===== src/rtl/dmem_access_unit_if.sv =====
// Data-memory bus bundle.
//   master (access unit): drives bus_req/bus_we/bus_addr/bus_wdata/bus_wstrb,
//                         receives bus_ack/bus_rdata.
//   slave  (memory)     : the mirror image.
interface dmem_access_unit_if;
  logic        bus_req;
  logic        bus_we;
  logic [31:0] bus_addr;
  logic [31:0] bus_wdata;
  logic [3:0]  bus_wstrb;
  logic        bus_ack;
  logic [31:0] bus_rdata;

  modport master (
    output bus_req, bus_we, bus_addr, bus_wdata, bus_wstrb,
    input  bus_ack, bus_rdata
  );

  modport slave (
    input  bus_req, bus_we, bus_addr, bus_wdata, bus_wstrb,
    output bus_ack, bus_rdata
  );
endinterface


===== src/rtl/dmem_access_unit.sv =====
// Memory-stage data-port controller: one req/ack bus transaction per access.
// Stores get byte strobes and lane-replicated data; loads get lane extraction
// with sign/zero extension. Misaligned accesses and bus timeouts complete with
// mem_fault.
// Ports:
//   clock, reset        rising-edge clock, async active-high reset
//   mem_valid, rw       access request / direction (1 = write)
//   store_sel, load_sel store width, load funct3 code
//   addr, wdata         byte address, store data (low bits)
//   busy, mem_done      in-flight flag, one-cycle completion pulse
//   mem_fault           fault flag, valid with mem_done
//   load_data           extended load result, held until next completion
//   bus                 data-memory bus (master side)
module dmem_access_unit #(
  parameter int TIMEOUT = 16
) (
  input  logic        clock,
  input  logic        reset,
  input  logic        mem_valid,
  input  logic        rw,
  input  logic [1:0]  store_sel,
  input  logic [2:0]  load_sel,
  input  logic [31:0] addr,
  input  logic [31:0] wdata,
  output logic        busy,
  output logic        mem_done,
  output logic        mem_fault,
  output logic [31:0] load_data,
  dmem_access_unit_if.master bus
);

  localparam logic [7:0] TO = 8'(TIMEOUT);

  typedef enum logic [1:0] {IDLE, REQ, DONE} state_t;

  state_t      state_q;
  logic [7:0]  cnt_q;
  logic [2:0]  lsel_q;
  logic [1:0]  addr_lo_q;
  logic        busy_q, done_q, fault_q, req_q, we_q;
  logic [31:0] baddr_q, bwdata_q, ldata_q;
  logic [3:0]  bstrb_q;

  // ---- request decode (IDLE acceptance) ----
  logic        is_half, is_byte, misalign;
  logic [3:0]  strb_d;
  logic [31:0] wdata_d;

  always_comb begin
    if (rw) begin
      is_half = (store_sel == 2'b01);
      is_byte = (store_sel == 2'b10);
    end else begin
      is_half = (load_sel == 3'b001) || (load_sel == 3'b101);
      is_byte = (load_sel == 3'b000) || (load_sel == 3'b100);
    end

    if (is_byte)      misalign = 1'b0;
    else if (is_half) misalign = addr[0];
    else              misalign = |addr[1:0];

    strb_d  = 4'b0000;
    wdata_d = wdata;
    if (is_byte) begin
      strb_d  = 4'b0001 << addr[1:0];
      wdata_d = {4{wdata[7:0]}};
    end else if (is_half) begin
      strb_d  = addr[1] ? 4'b1100 : 4'b0011;
      wdata_d = {2{wdata[15:0]}};
    end else begin
      strb_d  = 4'b1111;
    end
    // Reads never strobe any lane.
    if (!rw) strb_d = 4'b0000;
  end

  // ---- load lane extraction (uses the captured request) ----
  logic [7:0]  lane_b;
  logic [15:0] lane_h;
  logic [31:0] ext_d;

  always_comb begin
    lane_b = bus.bus_rdata[{addr_lo_q, 3'b000} +: 8];
    lane_h = bus.bus_rdata[{addr_lo_q[1], 4'b0000} +: 16];
    case (lsel_q)
      3'b000:  ext_d = {{24{lane_b[7]}}, lane_b};
      3'b100:  ext_d = {24'h0, lane_b};
      3'b001:  ext_d = {{16{lane_h[15]}}, lane_h};
      3'b101:  ext_d = {16'h0, lane_h};
      default: ext_d = bus.bus_rdata;
    endcase
  end

  // ---- control FSM, all outputs registered ----
  always_ff @(posedge clock or posedge reset) begin
    if (reset) begin
      state_q   <= IDLE;
      cnt_q     <= '0;
      lsel_q    <= '0;
      addr_lo_q <= '0;
      busy_q    <= 1'b0;
      done_q    <= 1'b0;
      fault_q   <= 1'b0;
      req_q     <= 1'b0;
      we_q      <= 1'b0;
      baddr_q   <= '0;
      bwdata_q  <= '0;
      bstrb_q   <= '0;
      ldata_q   <= '0;
    end else begin
      case (state_q)
        IDLE: begin
          if (mem_valid) begin
            lsel_q    <= load_sel;
            addr_lo_q <= addr[1:0];
            baddr_q   <= {addr[31:2], 2'b00};
            we_q      <= rw;
            bstrb_q   <= strb_d;
            bwdata_q  <= wdata_d;
            busy_q    <= 1'b1;
            cnt_q     <= '0;
            if (misalign) begin
              // Fault straight to completion; the bus is never touched.
              state_q <= DONE;
              done_q  <= 1'b1;
              fault_q <= 1'b1;
            end else begin
              state_q <= REQ;
              req_q   <= 1'b1;
            end
          end
        end
        REQ: begin
          // Ack is tested first so an ack in the final cycle beats the timeout.
          if (bus.bus_ack) begin
            state_q <= DONE;
            req_q   <= 1'b0;
            done_q  <= 1'b1;
            fault_q <= 1'b0;
            if (!we_q) ldata_q <= ext_d;
          end else if (cnt_q + 8'd1 == TO) begin
            state_q <= DONE;
            req_q   <= 1'b0;
            done_q  <= 1'b1;
            fault_q <= 1'b1;
          end else begin
            cnt_q <= cnt_q + 8'd1;
          end
        end
        DONE: begin
          state_q <= IDLE;
          done_q  <= 1'b0;
          fault_q <= 1'b0;
          busy_q  <= 1'b0;
        end
        default: state_q <= IDLE;
      endcase
    end
  end

  assign busy          = busy_q;
  assign mem_done      = done_q;
  assign mem_fault     = fault_q;
  assign load_data     = ldata_q;
  assign bus.bus_req   = req_q;
  assign bus.bus_we    = we_q;
  assign bus.bus_addr  = baddr_q;
  assign bus.bus_wdata = bwdata_q;
  assign bus.bus_wstrb = bstrb_q;

endmodule

===== src/flat_wrapper.sv =====
// flat-port wrapper written by rule: the top's interface ports become plain ports
module dmem_access_unit_flat 
#(
  parameter int TIMEOUT = 16
)
  (clock, reset, mem_valid, rw, store_sel, load_sel, addr, wdata, busy, mem_done, mem_fault, load_data, bus_bus_req, bus_bus_we, bus_bus_addr, bus_bus_wdata, bus_bus_wstrb, bus_bus_ack, bus_bus_rdata);
  dmem_access_unit_if bus_i ();
  input  logic clock;
  input  logic reset;
  input  logic mem_valid;
  input  logic rw;
  input  logic [1:0] store_sel;
  input  logic [2:0] load_sel;
  input  logic [31:0] addr;
  input  logic [31:0] wdata;
  output logic busy;
  output logic mem_done;
  output logic mem_fault;
  output logic [31:0] load_data;
  output wire logic [$bits(bus_i.bus_req)-1:0] bus_bus_req;
  output wire logic [$bits(bus_i.bus_we)-1:0] bus_bus_we;
  output wire logic [$bits(bus_i.bus_addr)-1:0] bus_bus_addr;
  output wire logic [$bits(bus_i.bus_wdata)-1:0] bus_bus_wdata;
  output wire logic [$bits(bus_i.bus_wstrb)-1:0] bus_bus_wstrb;
  input wire logic [$bits(bus_i.bus_ack)-1:0] bus_bus_ack;
  input wire logic [$bits(bus_i.bus_rdata)-1:0] bus_bus_rdata;
  assign bus_bus_req = bus_i.bus_req;
  assign bus_bus_we = bus_i.bus_we;
  assign bus_bus_addr = bus_i.bus_addr;
  assign bus_bus_wdata = bus_i.bus_wdata;
  assign bus_bus_wstrb = bus_i.bus_wstrb;
  assign bus_i.bus_ack = bus_bus_ack;
  assign bus_i.bus_rdata = bus_bus_rdata;
  dmem_access_unit #(.TIMEOUT(TIMEOUT)) u_core (.clock(clock), .reset(reset), .mem_valid(mem_valid), .rw(rw), .store_sel(store_sel), .load_sel(load_sel), .addr(addr), .wdata(wdata), .busy(busy), .mem_done(mem_done), .mem_fault(mem_fault), .load_data(load_data), .bus(bus_i));
endmodule

===== config.mk =====
export PLATFORM = sky130hd
export DESIGN_NAME = dmem_access_unit_flat
export DESIGN_NICKNAME = d
export VERILOG_FILES = /design/src/rtl/dmem_access_unit_if.sv /design/src/rtl/dmem_access_unit.sv /design/src/flat_wrapper.sv
export SDC_FILE = /design/constraint.sdc
export NUM_CORES = 1
export LEC_CHECK = 0
export CAP_MARGIN = 20
export CORE_UTILIZATION = 35
export CTS_BUF_LIST = sky130_fd_sc_hd__clkbuf_8 sky130_fd_sc_hd__clkbuf_16
export DETAILED_ROUTE_END_ITERATION = 16
export GPL_ROUTABILITY_DRIVEN = 0
export GPL_TIMING_DRIVEN = 0
export PLACE_DENSITY = 0.68
export SETUP_SLACK_MARGIN = 0.2
export SLEW_MARGIN = 40
export SYNTH_ARGS = -nofsm -noshare
export SYNTH_HDL_FRONTEND = slang
export SYNTH_SLANG_ARGS = --single-unit

===== constraint.sdc =====
create_clock -name clock -period 3.7 [get_ports clock]
set_input_delay 0.74 -clock clock [delete_from_list [all_inputs] [get_ports clock]]
set_output_delay 0.74 -clock clock [all_outputs]
set_load 0.02 [all_outputs]

==> impl_metrics.py, run 1 <==
metrics = {
    "yosys": {
        "synthArstFlopShare": 1.00,
        "yosys_warnings": 0,
        "synth.most_common_cell": "nand2_1",
        "synthesis.instances": 628,
        "syn_area_sq_um": 5600,
        "synth_edf_count": 0,
        "synth_top_area_share": 0.527,
        "ys_types": 57,
        "netlist_top_cells_count": "nand2_1, dfrtp_1, o21ai_0",
        "yosys-top-cells-area": "dfrtp_1, nand2_1, mux2i_1, o21ai_0, a21oi_1",
        "synth_area_leader_cell": "dfrtp_1",
        "ys_seq_elements": 118,
        "ys_seq_area_frac": 0.527,
        "syn_area_per_cell_sq_um": 8.92,
        "synth_ff_type": "dfrtp_1",
    },
    "sta": {
        "rsz0062_at_grt": "false",
        "fin_setup_tns_ns": 0,
        "slew_viol_final": 0,
        "fmax_mhz": 412,
        "worst_slew_pin_slew_ns": 0.752,
        "setup_viol_count_final": 0,
        "layout_min_cycle_time_ns": 2.43,
        "skew_ns": 0.00942,
        "hold_viol_final": 0,
        "relSlewSlack": 0.492,
        "fin_crit_sh": 0.657,
    },
    "floorplan": {
        "die-width_um": 129,
        "initial_utilization": 0.363,
        "io_pins": 211,
        "dieArea_sq_um": 16500,
        "die_y_um": 129,
        "coreArea_sq_um": 15400,
        "rows": 45,
    },
    "worst_setup_path": {
        "crit_path_start": "mem_valid",
        "critical_path_class": "input port to flop",
        "end_kind": "flop",
        "reg2reg_depth": 5,
        "cp.arrival_ns": 2.77,
        "rrSetupSlack_ns": 1.59,
        "reg2reg_to": "u_core.bus.bus_req",
        "critPathRequiredTime_ns": 4.04,
        "crit_path_start_kind": "input port",
        "r2r-start": "u_core.cnt_q[0]",
        "cp_max_fo": 10,
    },
    "finish": {
        "area_growth_pct": 55.5,
        "finalNetCount": 968,
        "diodes": 0,
        "layoutNonFillerInstCount": 1084,
        "fillCellCount": 1443,
        "drive_gt1_frac": 0.0722,
    },
    "cts": {
        "postCtsHoldBufs": 0,
        "numCtsBuffers": 17,
        "ctsResizeCount": 0,
        "cts_sinks": 118,
        "clock_latency_ns": 0.41,
        "htree_levels": 4,
        "path_clk_slew_ns": 0.05,
        "cts_tree": "done",
        "post_cts_buffers": 0,
        "cts_root_buffer": "clkbuf_16",
        "cts_buffer_depth": 2,
    },
    "route": {
        "drc": 0,
        "via_count": 5385,
        "ant_nets": 0,
        "wl_mm": 18.0,
        "wire_per_inst_um": 16.6,
        "drt_iter0_drc": 280,
        "dr.pass1.iters": 4,
        "avgViaCountPerCell": 4.97,
    },
    "hold_path": {
        "min_to": "u_core.bus.bus_addr[7]",
        "hp-start": "u_core.bus.bus_addr[7]",
        "hold_path.class": "flop to flop",
        "min_path_cells": 2,
    },
    "grt": {
        "grt.overflow.total": 0,
        "antenna_found_initial": 0,
        "grt_max_degree": 25,
        "grt_util_all_layers": 0.226,
        "grt_pass1_wl_mm": 28.3,
        "grt_pass1_vias": 5312,
    },
    "job": {
        "maxCapViolCount": 0,
    },
    "power": {
        "peakVddDrop_v": 0.000501,
        "power.density_nw_per_um2": 829,
        "total_leakage_power_nw": 3.90,
    },
    "place": {
        "hpwl_mm": 13.5,
        "port_buffers": 207,
        "dp_cells": 1053,
    },
    "run_status": {
        "status": "complete, no violations",
    },
}
worst max path at each step:
stage                              endpoint  depth (start not counted)
global route               u_core.lsel_q[0]                          7
detailed placement   u_core.bus.bus_addr[9]                          7
floorplan               u_core.addr_lo_q[0]                          1
finish                     u_core.lsel_q[0]                          7
global placement    u_core.bus.bus_addr[29]                          2
CTS                  u_core.bus.bus_addr[9]                          7
power breakdown:
part           leakage, nW  switching, mW  internal, mW
registers             1.45          0.366          1.87
clock network        0.308          0.558          1.15
logic                 2.14           1.79          1.50
placed cells by master (no fill, tap or decap), types with 2 or more instances in the layout:
cell and n:
clkdlybuf4s50_1 207, nand2_1 206, dfrtp_1 118, o21ai_0 50, nor2_1 34, clkbuf_1 30, a21oi_1 28, mux2i_1 25
inv_1 18, clkbuf_16 17, nor3_1 9, a211oi_1 8, a21o_1 8, nand2b_1 7, a221oi_1 7, nor2b_1 6
buf_2 6, a31oi_1 6, mux2_2 5, o22ai_1 5, nand3_1 5, a2bb2oi_1 4, bufinv_16 4, buf_16 4
clkinvlp_4 3, clkinv_2 3, mux2i_4 2, o211ai_1 2, o21ai_1 2, nor3_2 2, o21a_1 2, xnor2_1 2
a22oi_1 2, and3_1 2, buf_4 2, conb_1 2, clkbuf_8 2
sequential cells by signal, summed over array words and instances, names as in the netlist:
| signal | cells |
|---|---|
| u_core.addr_lo_q | 2 |
| u_core.bus.bus_addr | 30 |
| u_core.bus.bus_req | 1 |
| u_core.bus.bus_wdata | 32 |
| u_core.bus.bus_we | 1 |
| u_core.bus.bus_wstrb | 4 |
| u_core.busy | 1 |
| u_core.cnt_q | 8 |
| u_core.load_data | 32 |
| u_core.lsel_q | 3 |
| u_core.mem_done | 1 |
| u_core.mem_fault | 1 |
| u_core.state_q | 2 |
final cells by class:
class,count,area (sq um),area share
Timing Repair Buffer,213,2220,0.254
Buffer,39,161,0.0185
Clock buffer,19,453,0.0520
Clock inverter,12,161,0.0185
Inverter,16,63.8,0.00732
Sequential cell,118,2950,0.339
Multi-Input combinational cell,456,2440,0.280
Tap cell,211,264,0.0303
worst max-delay path, cell delays in order:
cell	delay, ns
clkdlybuf4s50_1	0.48
nor2b_1	0.21
nor2b_1	0.15
clkbuf_1	0.51
clkbuf_1	0.41
nand2_1	0.16
nand2_1	0.09
cells by family (layout without fill, tap and decap cells):
group,Yosys count,in the layout,share of synthesized area
multiplexers,33,33,0.0652
flip-flops,118,118,0.527
XOR/XNOR,2,2,0.00313
adder cells (fa/ha/maj),1,1,0.00223
AO/OA/AOI/OAI,136,136,0.152
AND/OR/NAND/NOR,282,282,0.211
buffers and inverters,55,299,0.0395
other,1,2,0.000669
per-layer routing:
| layer | up-vias | track usage | part of all wire |
|---|---|---|---|
| met1 | 2551 | 0.274 | 0.42 |
| met2 | 221 | 0.367 | 0.47 |
| met3 | 30 | 0.0890 | 0.096 |
| met4 | 0 | 0.0747 | 0.018 |
| li1 | 2583 | - | - |
| met5 | - | 0 | 0 |
stage by stage:
step | area, sq um | hold slack (ns) | setup WS [ns] | utilization | power [mW]
6_report | 8720 | 0.468 | 1.27 | 0.565 | 7.22
5_1_grt | 8720 | 0.488 | 1.09 | 0.565 | 7.68
4_1_cts | 8710 | 0.474 | 1.24 | 0.564 | 7.30
3_5_place_dp | 8090 | 0.461 | 0.813 | 0.525 | 5.54
3_3_place_gp | 7950 | 0.458 | 0.258 | 0.515 | 5.49
2_1_floorplan | 5610 | 0.490 | 1.52 | - | 3.92
(Power assumes the default switching activity.)
==> inputs of run 2 (changes only) <==
- PLACE_DENSITY: 0.68 -> 0.66
- clock period: 3.7 -> 2.4 ns (I/O delays scaled with it)
==> run 2 against run 1 <==
Net effect:
- sequential cell count did not move
- worst hold slack got worse by 0.17 ns
- first-iteration DRC count rose by 30%
- clock skew fell by 0.0036 ns
- worst setup slack got worse by 0.89 ns
- cell count barely moved
- combinational power rose by 54%
- critical path depth fell by 1
- sequential power rose by 53%
- clock power rose by 44%
- global-route usage fell by 0.25 points
- critical path type unchanged
- critical endpoint is now u_core.load_data[15]
- largest power group unchanged
==> impl_metrics.py, run 2 (synthesized netlist as in run 1, its figures left out) <==
metrics = {
    "floorplan": {
        "coreArea_sq_um": 15400,
        "initial_utilization": 0.363,
        "die-width_um": 129,
        "io_pins": 211,
        "die_y_um": 129,
        "rows": 45,
        "dieArea_sq_um": 16500,
    },
    "worst_setup_path": {
        "end_kind": "flop",
        "crit_path_start": "bus_bus_ack",
        "critical_path_class": "input port to flop",
        "r2r-start": "u_core.state_q[1]",
        "cp.arrival_ns": 2.30,
        "worstPathCellList": "clkdlybuf4s50_1 > inv_1 > or3_1 > clkbuf_1 > a2111oi_1 > nor2_1",
        "cp_num_buf_inv": 3,
        "reg2reg_depth": 5,
        "slowest_stage": "clkdlybuf4s50_1",
        "crit_path_start_kind": "input port",
        "rrSetupSlack_ns": 0.45,
        "critical_path.max_stage_delay_ns": 0.54,
        "reg2reg_to": "u_core.load_data[15]",
        "critPathTopFamily": "buffers and inverters",
        "cp_max_fo": 5,
        "critPathRequiredTime_ns": 2.68,
    },
    "route": {
        "avgViaCountPerCell": 4.95,
        "wl_met3_mm": 1.92,
        "highest_layer": "met4",
        "ant_nets": 0,
        "met2_length_mm": 8.13,
        "wire_per_inst_um": 16.4,
        "drt-met1-wl_mm": 7.47,
        "via_count": 5371,
        "wl_mm": 17.8,
        "drc": 0,
        "drt_iter0_drc": 364,
        "dr.pass1.iters": 5,
    },
    "power": {
        "switching_share": 0.383,
        "power.internal_mw": 6.74,
        "power.density_nw_per_um2": 1260,
        "p_comb_frac": 0.463,
        "peakVddDrop_v": 0.000750,
        "total_leakage_power_nw": 3.89,
        "p_clk_frac": 0.224,
        "total_power_mw": 10.9,
        "p_seq_frac": 0.313,
        "p_switching_mw": 4.18,
    },
    "finish": {
        "drive_gt1_frac": 0.0778,
        "area_growth_pct": 54.4,
        "finalNetCount": 968,
        "layout_commonest_cell": "clkdlybuf4s50_1",
        "diodes": 0,
        "mostFrequentLayoutCells": "clkdlybuf4s50_1, nand2_1, dfrtp_1",
        "fin_area_sq_um": 8650,
        "final_util": 0.561,
        "fillCellCount": 1453,
    },
    "hold_path": {
        "hold_path.class": "input port to asynchronous set/reset pin",
    },
    "place": {
        "port_buffers": 207,
        "placed_cell_area_sq_um": 8070,
        "hpwl_mm": 13.4,
    },
    "cts": {
        "htree_levels": 4,
        "postCtsHoldBufs": 0,
        "cts_sinks": 118,
        "post_cts_buffers": 0,
        "cts_tree": "done",
        "cts_root_buffer": "clkbuf_16",
        "numCtsBuffers": 17,
        "path_clk_slew_ns": 0.05,
        "clock_latency_ns": 0.41,
        "cts_buffer_depth": 2,
    },
    "grt": {
        "antenna_found_initial": 0,
        "grt_pass1_vias": 5343,
        "grt_util_all_layers": 0.223,
        "grt_pass1_wl_mm": 28.2,
        "grt.overflow.total": 0,
        "grt_max_degree": 25,
    },
    "sta": {
        "relSlewSlack": 0.459,
        "worst_slew_pin_slew_ns": 0.796,
        "setup_viol_count_final": 0,
        "hold_viol_final": 0,
        "layout_min_cycle_time_ns": 2.02,
        "fmax_mhz": 496,
        "skew_ns": 0.00578,
        "hold_ws_ns": 0.301,
        "rsz0062_at_grt": "false",
        "slew_viol_final": 0,
        "fin_crit_sh": 0.840,
        "fin_setup_tns_ns": 0,
    },
    "run_status": {
        "status": "complete, no violations",
    },
    "job": {
        "maxCapViolCount": 0,
    },
}
==> run 2: final cells by class <==
type,instances,area (sq um),share of cell area
Tap cell,211,264,0.0305
Inverter,16,63.8,0.00738
Timing Repair Buffer,213,2190,0.254
Buffer,39,166,0.0192
Multi-Input combinational cell,456,2440,0.282
Clock inverter,13,116,0.0134
Clock buffer,19,453,0.0523
Sequential cell,118,2950,0.341
==> run 2: worst max-delay path by stage <==
stage,depth (start not counted),endpoint,slack [ns]
after floorplan,1,u_core.addr_lo_q[0],0.48
after global placement,2,u_core.bus.bus_addr[24],-0.77
after detailed placement,7,u_core.bus.bus_we,-0.21
after CTS,7,u_core.bus.bus_we,0.23
after global routing,6,u_core.mem_fault,0.25
final,6,u_core.load_data[15],0.38
==> run 2: power groups by stage <==
stage                     sequential (mW)  combinational (mW)  clock [mW]
after floorplan                      4.39                1.65           0
after global placement               3.44                5.02           0
after detailed placement             3.45                5.07           0
after CTS                            3.44                5.09        2.49
after global routing                 3.54                5.47        2.59
final                                3.42                5.06        2.45
==> run 2: timing repair <==
action | CTS | global route
setup endpoints to repair | 0 | 47
resized for setup | 0 | 10
hold endpoints to repair | 0 | 0
==> run 2: stage by stage <==
step	worst slack [ns]	std cells
CTS	0.230	1085
detailed placement	-0.205	1053
finish	0.383	1085
global route	0.247	1085
global placement	-0.770	1047
floorplan	0.479	629
==> run 2: per-layer routing <==
metal / vias to the layer above / track usage
li1: 2590 / -
met1: 2536 / 0.277
met2: 225 / 0.353
met3: 20 / 0.0948
met4: 0 / 0.0692
met5: - / 0
==> inputs of run 3 (changes only) <==
- clock period: 2.4 -> 2.08 ns (I/O delays scaled with it)
==> run 3 against run 2 <==
Net effect:
- total power rose by 16%
- utilization up 0.95 points
- clock-buffer cell count unchanged
- sequential power grew 16%
- clock skew grew 0.00089 ns
- worst hold slack worse by 0.063 ns
- critical endpoint is now bus_bus_wdata[0]
- sequential share of layout area decreased by 0.53 points
- largest power group unchanged
- routed wire length up 0.95%
- register-to-register slack got worse by 0.18 ns
- cell area increased by 1.7%
- non-clock buffer count up 5
- critical path type is now flop to primary output
==> impl_metrics.py, run 3 (synthesized netlist as in run 1, its figures left out) <==
metrics = {
    "run_status": {
        "status": "complete, no violations",
    },
    "worst_setup_path": {
        "end_kind": "primary output",
        "worstPathCellList": "clkdlybuf4s50_1",
        "crit_path_start_kind": "flop",
        "critical_path_class": "flop to primary output",
        "critPathRequiredTime_ns": 1.66,
        "critPathTopFamily": "buffers and inverters",
        "cp.arrival_ns": 1.43,
        "critical_path.max_stage_delay_ns": 0.64,
        "cp_num_buf_inv": 1,
        "slowest_stage": "clkdlybuf4s50_1",
        "cp_max_fo": 2,
    },
    "sta": {
        "skew_ns": 0.00667,
        "layout_min_cycle_time_ns": 1.85,
        "slew_viol_final": 0,
        "relSlewSlack": 0.465,
        "hold_ws_ns": 0.238,
        "hold_viol_final": 0,
        "fin_crit_sh": 0.887,
        "layout_setup_ws_ns": 0.235,
        "rsz0062_at_grt": "true",
        "setup_viol_count_final": 0,
        "fmax_mhz": 542,
        "worst_slew_pin_slew_ns": 0.787,
    },
    "route": {
        "drt_iter0_drc": 387,
        "dr.pass1.iters": 6,
        "drc": 0,
        "wl_mm": 17.9,
        "ant_nets": 0,
        "via_count": 5438,
        "wire_per_inst_um": 16.5,
        "avgViaCountPerCell": 4.99,
    },
    "floorplan": {
        "die_y_um": 129,
        "initial_utilization": 0.363,
        "dieArea_sq_um": 16500,
        "die-width_um": 129,
        "rows": 45,
        "coreArea_sq_um": 15400,
        "io_pins": 211,
    },
    "finish": {
        "fillCellCount": 1437,
        "diodes": 0,
        "mostFrequentLayoutCells": "nand2_1, clkdlybuf4s50_1, dfrtp_1",
        "drive_gt1_frac": 0.110,
        "finalNetCount": 973,
        "seqCellArea_sq_um": 2960,
        "layoutNonFillerInstCount": 1090,
        "area_growth_pct": 57.0,
        "layout_commonest_cell": "nand2_1",
        "multi_input_area_sq_um": 2500,
        "fin_area_sq_um": 8800,
    },
    "job": {
        "maxCapViolCount": 0,
    },
    "grt": {
        "grt.overflow.total": 0,
        "grt_pass1_vias": 5346,
        "grt_util_all_layers": 0.224,
        "antenna_found_initial": 0,
        "grt_max_degree": 25,
        "grt_pass1_wl_mm": 28.2,
    },
    "place": {
        "port_buffers": 207,
        "hpwl_mm": 13.4,
        "placed_cell_area_sq_um": 8070,
        "place_ws_ns": -0.461,
        "dp_cells": 1053,
    },
    "power": {
        "peakVddDrop_v": 0.000864,
        "power.density_nw_per_um2": 1450,
        "total_leakage_power_nw": 3.99,
    },
    "cts": {
        "cts_sinks": 118,
        "htree_levels": 4,
        "cts_buffer_depth": 2,
        "clock_latency_ns": 0.41,
        "path_clk_slew_ns": 0.05,
        "cts_tree": "done",
        "cts_root_buffer": "clkbuf_16",
        "numCtsBuffers": 17,
        "postCtsHoldBufs": 0,
    },
    "hold_path": {
        "hold_path.class": "input port to asynchronous set/reset pin",
    },
}
==> run 3: changes by cell type in the layout (fill, tap and decap cells not counted), moves of 3 or more <==
cell,delta
buf_4,+5
dfrtp_1,-3
clkbuf_2,+12
clkbuf_1,-13
clkdlybuf4s50_1,-3
dfrtp_2,+3
==> run 3: stage by stage <==
step	utilization	TNS, ns	total power [mW]
floorplan	-	0	6.97
global placement	0.515	-148.50	9.77
detailed placement	0.523	-31.35	9.83
CTS	0.561	0	12.7
global route	0.570	0	13.5
finish	0.570	0	12.7
==> run 3: area by class of cell <==
cell class                      instances  area share
Sequential cell                       118       0.336
Multi-Input combinational cell        456       0.284
Timing Repair Buffer                  218       0.256
Clock buffer                           19      0.0515
Tap cell                              211      0.0300
Buffer                                 39      0.0220
Clock inverter                         13      0.0132
Inverter                               16     0.00725
==> run 3: path summary, 6_finish.rpt <==
check	slack, ns	to	start	depth (start not counted)
setup / recovery	0.23	bus_bus_wdata[0]	u_core.bus.bus_wdata[0]	1
max in group asynchronous	1.14	u_core.bus.bus_addr[25]	reset	5
setup reg to reg	0.27	u_core.mem_fault	u_core.cnt_q[3]	5
min in group clock	0.35	u_core.bus.bus_we	rw	3
hold reg to reg	0.47	u_core.bus.bus_addr[9]	u_core.bus.bus_addr[9]	2
hold / removal	0.24	u_core.load_data[17]	reset	2
==> run 3: layer usage <==
metal	part of all wire	wire [um]	GRT usage
met1	0.42	7580	0.278
met3	0.11	1890	0.0948
met2	0.46	8190	0.352
met5	0	0	0
met4	0.015	271	0.0692
==> run 3: what timing repair did <==
action / in CTS / in global routing
resized for setup: 10 / 47
setup buffers: 0 / 4
cloned: 0 / 1
pin swaps: 0 / 2
setup endpoints to repair: 84 / 86
==> run 3: report_power, final <==
| group | switching [mW] | internal [mW] | total [mW] |
|---|---|---|---|
| Sequential | 0.653 | 3.32 | 3.98 |
| Clock | 1.03 | 1.80 | 2.82 |
| Combinational | 3.20 | 2.73 | 5.92 |
==> edit (config.mk and constraints of run 1) <==
Re-encode `state_t` (3 states) as one-hot, 3 bits wide.
--- a/src/rtl/dmem_access_unit.sv
+++ b/src/rtl/dmem_access_unit.sv
@@ -31,7 +31,7 @@
 
   localparam logic [7:0] TO = 8'(TIMEOUT);
 
-  typedef enum logic [1:0] {IDLE, REQ, DONE} state_t;
+  typedef enum logic [2:0] {IDLE = 3'b001, REQ = 3'b010, DONE = 3'b100} state_t;
 
   state_t      state_q;
   logic [7:0]  cnt_q;
Function: same outputs for any inputs over 4 cycles, from zero or initial values and one cycle with reset high; so few cycles prove little.
==> edit against run 1 <==
  * Total power is 2.5% higher
  * Clock skew is 0.0030 ns lower
  * Die area is 2.9% higher
  * Setup slack worse by 0.095 ns
  * Non-clock buffer count is 1 lower
  * Sequential cell count is 1 higher
  * Cell area is 0.78% higher
  * Wire length is 0.92% lower
  * Maximum frequency is 3.8% lower
  * Count of clock-buffer cells in the layout is 1 lower
  * Synthesized area is 2.9% higher
  * Global-route usage is 0.78 points lower
  * Via count is 0.72% lower
  * First-iteration DRC count is 34% higher
  * Largest power group unchanged
  * Highest routed layer unchanged
==> edit: results <==
metrics = {
    "synth": {
        "synth_common_cells": "nand2_1, dfrtp_1, nor2_1",
        "muxShareOfSynthArea": 0.0566,
        "synth_compound_area_frac": 0.142,
        "synth_fa_ha_area_frac": 0.00217,
        "ys_seq_area_frac": 0.517,
        "synthXorXnorAreaFrac": 0.00152,
        "syn_inst": 640,
        "synth_cell_type_count": 56,
        "synth_area_leaders": "dfrtp_1, nand2_1, o21ai_0",
    },
    "worst_hold_path": {
        "min-delay-start": "u_core.bus.bus_addr[26]",
        "min_path_cells": 2,
        "whs_endpoint": "u_core.bus.bus_addr[26]",
    },
    "worst_setup_path": {
        "r2r_slack_ns": 1.73,
        "max_stage_delay_ns": 0.61,
        "worstRegToRegCells": 7,
        "crit_arrival_ns": 2.82,
        "regToRegEndpoint": "u_core.bus.bus_addr[25]",
        "critPathSlowestCell": "o31ai_2",
        "r2r-start": "u_core.state_q[2]",
    },
    "place": {
        "pre_cts_ws_ns": 0.708,
        "place_inst": 1069,
        "hpwl_mm": 13.2,
        "place_area_um2": 8220,
    },
    "route": {
        "drt_iter0_drc": 374,
        "drt_pass1_iterations": 5,
        "vias": 5346,
        "wl_per_cell_um": 16.2,
        "drt-total-wl_mm": 17.8,
    },
    "global_routing": {
        "grt_usage": 0.218,
        "grt_pass1_vias": 5355,
        "antenna_found_initial": 1,
        "grt_pass1_wl_mm": 28.0,
    },
    "cells_and_area": {
        "nFillCells": 1544,
        "post-route-util": 0.549,
        "diodes": 0,
        "drive_gt1_frac": 0.101,
    },
    "power_and_ir_drop": {
        "p_leak_nw": 3.80,
        "vdd_drop_max_v": 0.000391,
    },
    "clocking": {
        "postCtsSetupRepairBufs": 0,
        "root_buffer": "clkbuf_16",
    },
    "timing": {
        "skew_ns": 0.00641,
        "worstMarginPinSlew_ns": 0.622,
    },
    "status": {
        "status": "complete, no violations",
    },
}
[edit: tightest hold or removal path: cells and delay by family, from the launching register on]
family        cells  cell delay, ns
flops             1            0.34
simple gates      2            0.10
[edit: layer usage]
metal	up-vias	track usage	wire [um]
li1	2616	-	-
met2	200	0.353	8280
met1	2515	0.265	7600
met3	15	0.0918	1740
met5	-	0	0
met4	0	0.0622	192
[edit: worst max path at each step]
stage | startpoint | endpoint | slack [ns]
2_1_floorplan | reset | u_core.addr_lo_q[0] | 1.51
3_3_place_gp | reset | u_core.bus.bus_addr[17] | 0.24
3_5_place_dp | load_sel[1] | u_core.bus.bus_wdata[25] | 0.71
4_1_cts | load_sel[1] | u_core.bus.bus_wdata[25] | 1.14
5_1_grt | load_sel[1] | u_core.bus.bus_wdata[26] | 1.08
6_report | load_sel[1] | u_core.bus.bus_wdata[25] | 1.18
[edit: area by class of cell]
class | count | area share
flip-flops and latches | 119 | 0.339
multi-input cells | 473 | 0.290
repair buffers | 212 | 0.248
clock buffers | 18 | 0.0500
well taps | 216 | 0.0308
plain buffers | 39 | 0.0231
clock inverters | 14 | 0.0137
inverters | 10 | 0.00470
[edit: where the power goes]
part / total [mW] / internal (mW) / leakage, nW / switching (mW)
Clock: 1.57 / 0.989 / 0.295 / 0.578
Combinational: 3.60 / 1.62 / 2.05 / 1.98
Sequential: 2.24 / 1.90 / 1.45 / 0.343
[edit: per-stage QoR]
step,power [mW],hold WS (ns)
2_1_floorplan,4.18,0.472
3_3_place_gp,5.81,0.457
3_5_place_dp,5.88,0.461
4_1_cts,7.47,0.475
5_1_grt,7.88,0.486
6_report,7.40,0.471
